`config.mk`:
```
export PLATFORM = sky130hd
export DESIGN_NAME = ps2_key_encoder
export DESIGN_NICKNAME = d
export VERILOG_FILES = /design/src/rtl/ps2_key_encoder.sv
export SDC_FILE = /design/constraint.sdc
export NUM_CORES = 1
export LEC_CHECK = 0
export CORE_UTILIZATION = 43
export CTS_CLUSTER_DIAMETER = 150
export CTS_CLUSTER_SIZE = 30
export DETAILED_ROUTE_END_ITERATION = 12
export PLACE_DENSITY = 0.61
export SYNTH_ARGS = -nofsm -noshare
export SYNTH_HDL_FRONTEND = slang
export SYNTH_SLANG_ARGS = --single-unit
export TNS_END_PERCENT = 1
```
`constraint.sdc`:
```
create_clock -name clk_sys -period 6.2 [get_ports clk_sys]
set_clock_uncertainty 0.15 [all_clocks]
set_input_delay 1.24 -clock clk_sys [delete_from_list [all_inputs] [get_ports clk_sys]]
set_output_delay 1.24 -clock clk_sys [all_outputs]
set_load 0.005 [all_outputs]
```
`src/rtl/ps2_key_encoder.sv`:
```
// ps2_key_encoder
//
// Converts a raw PS/2 keyboard stream (scan code set 2) into the 11-bit
// ps2_key event word {toggle, pressed, extended, code[7:0]} used by the core
// top levels. Bit 10 inverts once per key event so consumers can detect new
// events by edge.
//
// Ports:
//   clk_sys     in   system clock (only clock)
//   reset_n     in   asynchronous active-low reset
//   ps2_clk_in  in   raw PS/2 clock, asynchronous to clk_sys
//   ps2_dat_in  in   raw PS/2 data, asynchronous to clk_sys
//   ps2_key     out  event word {toggle, pressed, extended, code}
//   key_stb     out  one-cycle pulse in the cycle ps2_key updates
//   frame_err   out  one-cycle pulse when a frame is aborted
//
// Handshake: there is no backpressure. key_stb and frame_err are single-cycle
// qualifiers; ps2_key is valid whenever key_stb is high and holds its value
// until the next key_stb. key_stb and frame_err are mutually exclusive.
//
// Configuration macro: PS2_KEY_PARITY_EN
//   defined   - odd parity over data+parity is checked; a mismatch turns the
//               stop-bit cycle into a frame_err instead of a valid byte.
//   undefined - the parity bit is received and ignored.
//
// State for checkers: rx_state_q (frame receiver), dec_state_q (prefix decoder).

module ps2_key_encoder #(
  parameter int FILTER_LEN  = 8,
  parameter int TIMEOUT_CYC = 24000
) (
  input  logic        clk_sys,
  input  logic        reset_n,
  input  logic        ps2_clk_in,
  input  logic        ps2_dat_in,
  output logic [10:0] ps2_key,
  output logic        key_stb,
  output logic        frame_err
);

  localparam int FW = $clog2(FILTER_LEN + 1);
  localparam int TW = $clog2(TIMEOUT_CYC + 1);

  typedef enum logic [1:0] {
    RX_IDLE,
    RX_SHIFT,
    RX_PARITY,
    RX_STOP
  } rx_state_t;

  typedef enum logic [1:0] {
    DEC_BASE,
    DEC_EXT,
    DEC_BRK,
    DEC_EXT_BRK
  } dec_state_t;

  // ---------------------------------------------------------------------------
  // Input conditioning: 2-FF synchronisers, clock filter, falling-edge detect
  // ---------------------------------------------------------------------------
  logic          clk_s1, clk_s2;
  logic          dat_s1, dat_s2;
  logic          filt_clk, filt_d1;
  logic [FW-1:0] filt_cnt;
  logic          fall;

  always_ff @(posedge clk_sys or negedge reset_n) begin
    if (!reset_n) begin
      clk_s1 <= 1'b1;
      clk_s2 <= 1'b1;
      dat_s1 <= 1'b1;
      dat_s2 <= 1'b1;
    end else begin
      clk_s1 <= ps2_clk_in;
      clk_s2 <= clk_s1;
      dat_s1 <= ps2_dat_in;
      dat_s2 <= dat_s1;
    end
  end

  // The filtered clock follows only after FILTER_LEN consecutive cycles of
  // disagreement; any return to agreement restarts the count.
  always_ff @(posedge clk_sys or negedge reset_n) begin
    if (!reset_n) begin
      filt_clk <= 1'b1;
      filt_d1  <= 1'b1;
      filt_cnt <= '0;
    end else begin
      filt_d1 <= filt_clk;
      if (clk_s2 != filt_clk) begin
        if (filt_cnt == FW'(FILTER_LEN - 1)) begin
          filt_clk <= clk_s2;
          filt_cnt <= '0;
        end else begin
          filt_cnt <= filt_cnt + 1'b1;
        end
      end else begin
        filt_cnt <= '0;
      end
    end
  end

  assign fall = filt_d1 & ~filt_clk;

  // ---------------------------------------------------------------------------
  // Frame receiver
  // ---------------------------------------------------------------------------
  rx_state_t     rx_state_q, rx_state_d;
  logic [2:0]    bit_cnt;
  logic [7:0]    shreg;
  logic [TW-1:0] to_cnt;
  logic          byte_ok_d, byte_ok;
  logic          rx_err_d;
  logic          par_ok;

`ifdef PS2_KEY_PARITY_EN
  logic par_bit;
  assign par_ok = ^{shreg, par_bit};
`else
  assign par_ok = 1'b1;
`endif

  always_comb begin
    rx_state_d = rx_state_q;
    byte_ok_d  = 1'b0;
    rx_err_d   = 1'b0;
    case (rx_state_q)
      RX_IDLE: begin
        // A high sample while idle is line noise, not an error.
        if (fall && !dat_s2) rx_state_d = RX_SHIFT;
      end
      RX_SHIFT: begin
        if (fall && (bit_cnt == 3'd7)) rx_state_d = RX_PARITY;
      end
      RX_PARITY: begin
        if (fall) rx_state_d = RX_STOP;
      end
      RX_STOP: begin
        if (fall) begin
          rx_state_d = RX_IDLE;
          if (dat_s2 && par_ok) byte_ok_d = 1'b1;
          else                  rx_err_d  = 1'b1;
        end
      end
      default: rx_state_d = RX_IDLE;
    endcase
    // A falling edge always restarts the timeout, so it wins over expiry.
    if ((rx_state_q != RX_IDLE) && !fall && (to_cnt == TW'(TIMEOUT_CYC - 1))) begin
      rx_state_d = RX_IDLE;
      rx_err_d   = 1'b1;
      byte_ok_d  = 1'b0;
    end
  end

  always_ff @(posedge clk_sys or negedge reset_n) begin
    if (!reset_n) begin
      rx_state_q <= RX_IDLE;
      bit_cnt    <= '0;
      shreg      <= '0;
      to_cnt     <= '0;
      byte_ok    <= 1'b0;
      frame_err  <= 1'b0;
`ifdef PS2_KEY_PARITY_EN
      par_bit    <= 1'b0;
`endif
    end else begin
      rx_state_q <= rx_state_d;
      byte_ok    <= byte_ok_d;
      frame_err  <= rx_err_d;

      if ((rx_state_d == RX_IDLE) || fall) to_cnt <= '0;
      else                                 to_cnt <= to_cnt + 1'b1;

      if (fall) begin
        case (rx_state_q)
          RX_IDLE:  bit_cnt <= '0;
          RX_SHIFT: begin
            shreg   <= {dat_s2, shreg[7:1]};
            bit_cnt <= bit_cnt + 1'b1;
          end
`ifdef PS2_KEY_PARITY_EN
          RX_PARITY: par_bit <= dat_s2;
`endif
          default: ;
        endcase
      end
    end
  end

  // ---------------------------------------------------------------------------
  // Prefix decoder and output register
  // shreg is stable while byte_ok is high: it only shifts in RX_SHIFT.
  // ---------------------------------------------------------------------------
  dec_state_t dec_state_q, dec_state_d;
  logic       emit, ev_pressed, ev_ext;
  logic       is_discard;

  always_comb begin
    is_discard = (shreg == 8'hE1) || (shreg == 8'hAA) || (shreg == 8'hFA) ||
                 (shreg == 8'hEE) || (shreg == 8'hFE) || (shreg == 8'h00) ||
                 (shreg == 8'hFF);
  end

  always_comb begin
    dec_state_d = dec_state_q;
    emit        = 1'b0;
    ev_pressed  = 1'b0;
    ev_ext      = 1'b0;
    if (byte_ok) begin
      if (shreg == 8'hE0) begin
        dec_state_d = DEC_EXT;
      end else if (shreg == 8'hF0) begin
        // Only a pending E0 turns a break into an extended break.
        dec_state_d = (dec_state_q == DEC_EXT) ? DEC_EXT_BRK : DEC_BRK;
      end else begin
        case (dec_state_q)
          DEC_BASE: begin
            if (!is_discard) begin
              emit       = 1'b1;
              ev_pressed = 1'b1;
            end
          end
          DEC_EXT: begin
            emit        = 1'b1;
            ev_pressed  = 1'b1;
            ev_ext      = 1'b1;
            dec_state_d = DEC_BASE;
          end
          DEC_BRK: begin
            emit        = 1'b1;
            dec_state_d = DEC_BASE;
          end
          DEC_EXT_BRK: begin
            emit        = 1'b1;
            ev_ext      = 1'b1;
            dec_state_d = DEC_BASE;
          end
          default: dec_state_d = DEC_BASE;
        endcase
      end
    end
  end

  always_ff @(posedge clk_sys or negedge reset_n) begin
    if (!reset_n) begin
      dec_state_q <= DEC_BASE;
      ps2_key     <= '0;
      key_stb     <= 1'b0;
    end else begin
      dec_state_q <= dec_state_d;
      key_stb     <= emit;
      if (emit) ps2_key <= {~ps2_key[10], ev_pressed, ev_ext, shreg};
    end
  end

endmodule

```
=== Word-level counts from Yosys, hierarchy flattened ===
Index checks and enable logic that the tools add are counted.

* Bits in registers: 54
* Input bits: 4
* Output and inout port bits: 13
* Word-level logic and storage cells: 101

* Add/subtract/negate cells: 3
* Equality and inequality tests: 18
* Muxes and demuxes: 35
* Bitwise gates (word level): 3
* Reduce and logical (&&, ||, !) cells: 26

{| class="wikitable"
|+ Operators with widths
! cell !! count
|-
| 8-bit == test (second input constant) || 8
|-
| 1-bit two-way mux || 20
|-
| 2-bit two-way mux || 8
|-
| 15-bit by 1-bit adder with 15-bit output (second input constant) || 1
|-
| 15-bit == test (second input constant) || 1
|-
| 15-bit two-way mux || 1
|-
| 2-bit == test (second input constant) || 4
|-
| 8-bit zero test || 1
|-
| 4-bit two-way mux || 2
|-
| 2-bit one-hot mux with 4 select lines || 1
|-
| 2-bit AND reduction || 4
|-
| 1-bit logical OR || 7
|-
| 2-bit zero test || 3
|-
| 3-bit one-hot mux with 2 select lines || 1
|-
| 4-bit by 1-bit adder with 4-bit output (second input constant) || 1
|-
| 2-bit by 1-bit == test with 1-bit output (second input constant) || 2
|-
| 4-bit by 3-bit == test with 1-bit output (second input constant) || 1
|-
| 1-bit logical AND || 4
|-
| 1-bit one-hot mux with 2 select lines || 2
|-
| 2-bit nonzero test || 2
|-
| 3-bit by 1-bit adder with 3-bit output (second input constant) || 1
|-
| 3-bit == test (second input constant) || 1
|-
| 3-bit nonzero test || 1
|-
| 3-bit OR reduction || 1
|-
| other kinds (5) || 7
|}

=== Logic depth before layout (Yosys ltp) ===
* Depth in word-level cells: 12
* Gate-level depth with buffers: 7

=== Worst setup path after synthesis ===
OpenSTA, ideal clock, no wires.

* Kind: register -> register
* Start: reg shreg[1]
* End: reg ps2_key[0]
* Setup time: 0.125 ns
* Data arrival time: 1.989 ns
* Required time: 5.925 ns
* Setup slack: 3.937 ns
* Stages on the path, launching flop included: 6
* Buffers on the path: 0
* Clock period less this slack: 2.263 ns
* Cell sequence: dfrtp_1 > or4b_1 > a211oi_2 > nor4_2 > o31ai_4 > mux2_2

* Cells in the longest elaborated chain, start to end: 12
* Elaborated cells between the ends (all ways): 20
* Those cells by class: 8 x eq/ne; 5 x mux; 7 x reduce/logical

{| class="wikitable"
|+ RTL lines
! item !! line !! text
|-
| start, declared || 110 || <nowiki>logic [7:0] shreg;</nowiki>
|-
| start signal, assigned || 178 || <nowiki>shreg <= {dat_s2, shreg[7:1]};</nowiki>
|-
| 8-bit == test || 199 || <nowiki>is_discard = (shreg == 8'hE1) || (shreg == 8'hAA) || (shreg == 8'hFA) ||</nowiki>
|-
| 1-bit logical OR (3 in a row) || 199 ||
|-
| 1-bit logical OR (3 in a row) || 200 || <nowiki>(shreg == 8'hEE) || (shreg == 8'hFE) || (shreg == 8'h00) ||</nowiki>
|-
| 1-bit two-way mux || 218 || <nowiki>if (!is_discard) begin</nowiki>
|-
| 1-bit one-hot mux with 2 select lines || 216 || <nowiki>case (dec_state_q)</nowiki>
|-
| 1-bit two-way mux || 212 || <nowiki>end else if (shreg == 8'hF0) begin</nowiki>
|-
| 1-bit two-way mux (*) || 210 || <nowiki>if (shreg == 8'hE0) begin</nowiki>
|-
| 1-bit two-way mux (*) || 209 || <nowiki>if (byte_ok) begin</nowiki>
|-
| end signal, assigned || 252 || <nowiki>if (emit) ps2_key <= {~ps2_key[10], ev_pressed, ev_ext, shreg};</nowiki>
|-
| end, declared || 36 || <nowiki>output logic [10:0] ps2_key,</nowiki>
|}

Every way passes the cells marked *; elsewhere a longest branch is shown, timed or not.
A chain may end at the register's enable or synchronous reset.

=== Worst setup path after layout ===
* Start: reg ps2_key[4]
* End: out ps2_key[4]

No word-level cell between the ends.

==> reports/qor.yml <==
synth_commonest_cells: "48 x dfrtp_1, 25 x nor2_1, 16 x mux2_2"
startpoint_type: "flip-flop"
synthesis.area_mm2: 0.002352
die_w_um: 75.96
vias: 1485
synthToLayoutAreaGrowth_pct: 14.31
fillers: 470
critPathBufInv: 1
p_per_area_mw_per_mm2: 297.0
drtAntennaViolNets: 0
place_inst: 285
nNetsFinal: 230
min_period_over_period_pct: 41.62
fin_crit_ns: 2.581
slew_viol_final: 0
path_clk_slew_ns: 0.09
wl_per_cell_um: 12.36
dieArea_mm2: 0.005770
crit_chain: "clkdlybuf4s50_1"
place.gp.congestion: 0.7035
diodes: 0
coreArea_mm2: 0.005172
setup_viol_count_final: 0
cap_violations: 0
grt_pass1_wl_mm: 6.568
crit_required_ns: 4.81
outcome: "finished clean"
synth.avg_cell_area_um2: 11.64
arrival_ns: 1.19
synth_nets: 210
dr.pass1.iters: 5
grt_pass1_vias: 1447
critical_path.slowest_cell: "clkdlybuf4s50_1"
vias_per_cell: 5.068
final-hold-violation-count: 0
totalWireLength_mm: 3.622
instances_no_fill: 293
post_cts.repair.setup_buffers: 0
drive_above_1_share_pct: 16.59
cts_root_buf: "clkbuf_8"
synth_edf_count: 0
yosysMostFrequentCell: "dfrtp_1"
cts_num_sinks: 54
multi_input_area_um2: 947.2
slew_headroom_pct: 55.17
grt_usage_pct: 14.18
path_delay_family: "buffers and inverters"
hold_path_class: "reg -> reg"
timing.fmax_mhz: 387.5
cp_max_fo: 3
yosys.area.top_type: "dfrtp_1"
seq_area_frac_synth_pct: 57.77
fp-row-count: 26
dp_hpwl_mm: 2.450
clock_path_buffers: 2
synth_top_area_share_pct: 51.06
ioPinCount: 17
ys_async_sr_fraction_pct: 100.0
clk_latency_ns: 0.31
synth_area_leaders: "dfrtp_1 51%, mux2_2 7.7%, dfstp_2 6.7%"
grt_setup_unrepaired: "false"
irDropWorstVdd_uv: 131.6
numCtsBuffers: 5
max_stage_delay_ns: 0.51
cts_resized: 0
cts_tree: "built"
crit_type: "reg -> out"
synth_flop_cell: "dfrtp_1"
hold_buffers: 0
initial_core_util_pct: 45.48
h-tree-depth: 2
endpoint_kind: "output pin"
synth_seq_cells: 54
synthesis.instances: 202
antenna_found_initial: 0
die_h_um: 75.96
numPortBuffers: 16
remaining_drc_errors: 0
seq_area_mm2: 0.001359
leakagePower_nw: 1.206
worst_pin_slew_ns: 0.6725
fin_tns_setup_ns: 0
yosysWarnings: 0
grt_overflow: 0
yosysUniqueCellTypes: 41
grt_max_degree: 55
drt-initial-drc-count: 73
registers in the layout (all words and copies together), names as in the netlist:
register	count
key_stb	1
clk_s2	1
to_cnt	15
dat_s2	1
clk_s1	1
filt_d1	1
frame_err	1
ps2_key	11
bit_cnt	3
dat_s1	1
byte_ok	1
shreg	8
dec_state_q	2
rx_state_q	2
filt_clk	1
filt_cnt	4
worst paths after layout:
path	start	endpoint	slack, ns	cells after the start
setup reg to reg	shreg[1]	ps2_key[5]	3.79	5
max in group asynchronous	reset_n	bit_cnt[2]	4.55	2
min in group asynchronous	reset_n	bit_cnt[1]	0.89	2
setup / recovery	ps2_key[4]	ps2_key[4]	3.62	1
hold / removal	clk_s1	clk_s2	0.21	0
hold reg to reg	clk_s1	clk_s2	0.21	0
cell type report:
cell class                      instances  area share [%]
Inverter                                6          0.8376
Multi-Input combinational cell        138           35.23
Clock buffer                            6           2.699
Timing Repair Buffer                   17           6.049
Sequential cell                        54           50.53
Clock inverter                          2           1.396
Tap cell                               70           3.257
power by group:
part | leakage [nW] | switching, mW | internal, mW
clock network | 0.0514 | 0.110 | 0.120
logic | 0.431 | 0.0824 | 0.0586
registers | 0.724 | 0.0353 | 0.392
total | 1.21 | 0.227 | 0.571
layout by cell type, fill, tap and decap left out, drive strengths merged, types with 2 or more instances in the layout:
cell           count
mux2              16
and2               3
and3               2
nand2             13
nor2              25
nor3               3
o211ai             2
o22ai              2
dfrtp             48
nor4               3
a21oi              2
nand3             12
dfstp              6
inv                6
nand4              2
ha                 4
o21ai              9
and4               3
nand2b             4
clkbuf             6
nor2b              3
buf                2
xor2              11
xnor2              6
clkdlybuf4s50     15
cells by family (layout without fill, tap and decap cells):
kind of cell	count (synthesis)	after routing	synth area share, %
and+or+nand+nor	80	80	17.82
DFF	54	54	57.77
xor gates and xnor gates	17	17	6.330
buffers and inverters	10	31	1.968
adders and majority gates	4	4	2.128
muxes	16	16	7.659
AOI/OAI and AO/OA	21	21	6.330
stage by stage:
step                      power [mW]  setup WS (ns)  area [um2]  utilization [%]  hold slack [ns]
after floorplan               0.5381          3.937        2352                -           0.1952
after global placement        0.5757          3.806        2579            49.85           0.1958
after detailed placement      0.5792          3.770        2579            49.85           0.1968
after CTS                     0.8121          3.597        2689            51.98           0.2106
after global routing          0.8514          3.569        2689            51.98           0.2176
final                         0.7986          3.619        2689            51.98           0.2094
routing by layer:
metal / track usage [%] / vias up / routed length, um
met5: 0 / - / 0
met4: 4.615 / 0 / 46
met3: 3.976 / 5 / 117
met2: 22.09 / 20 / 1629
met1: 19.15 / 725 / 1828
li1: - / 735 / -
(Power assumes the default switching activity.)
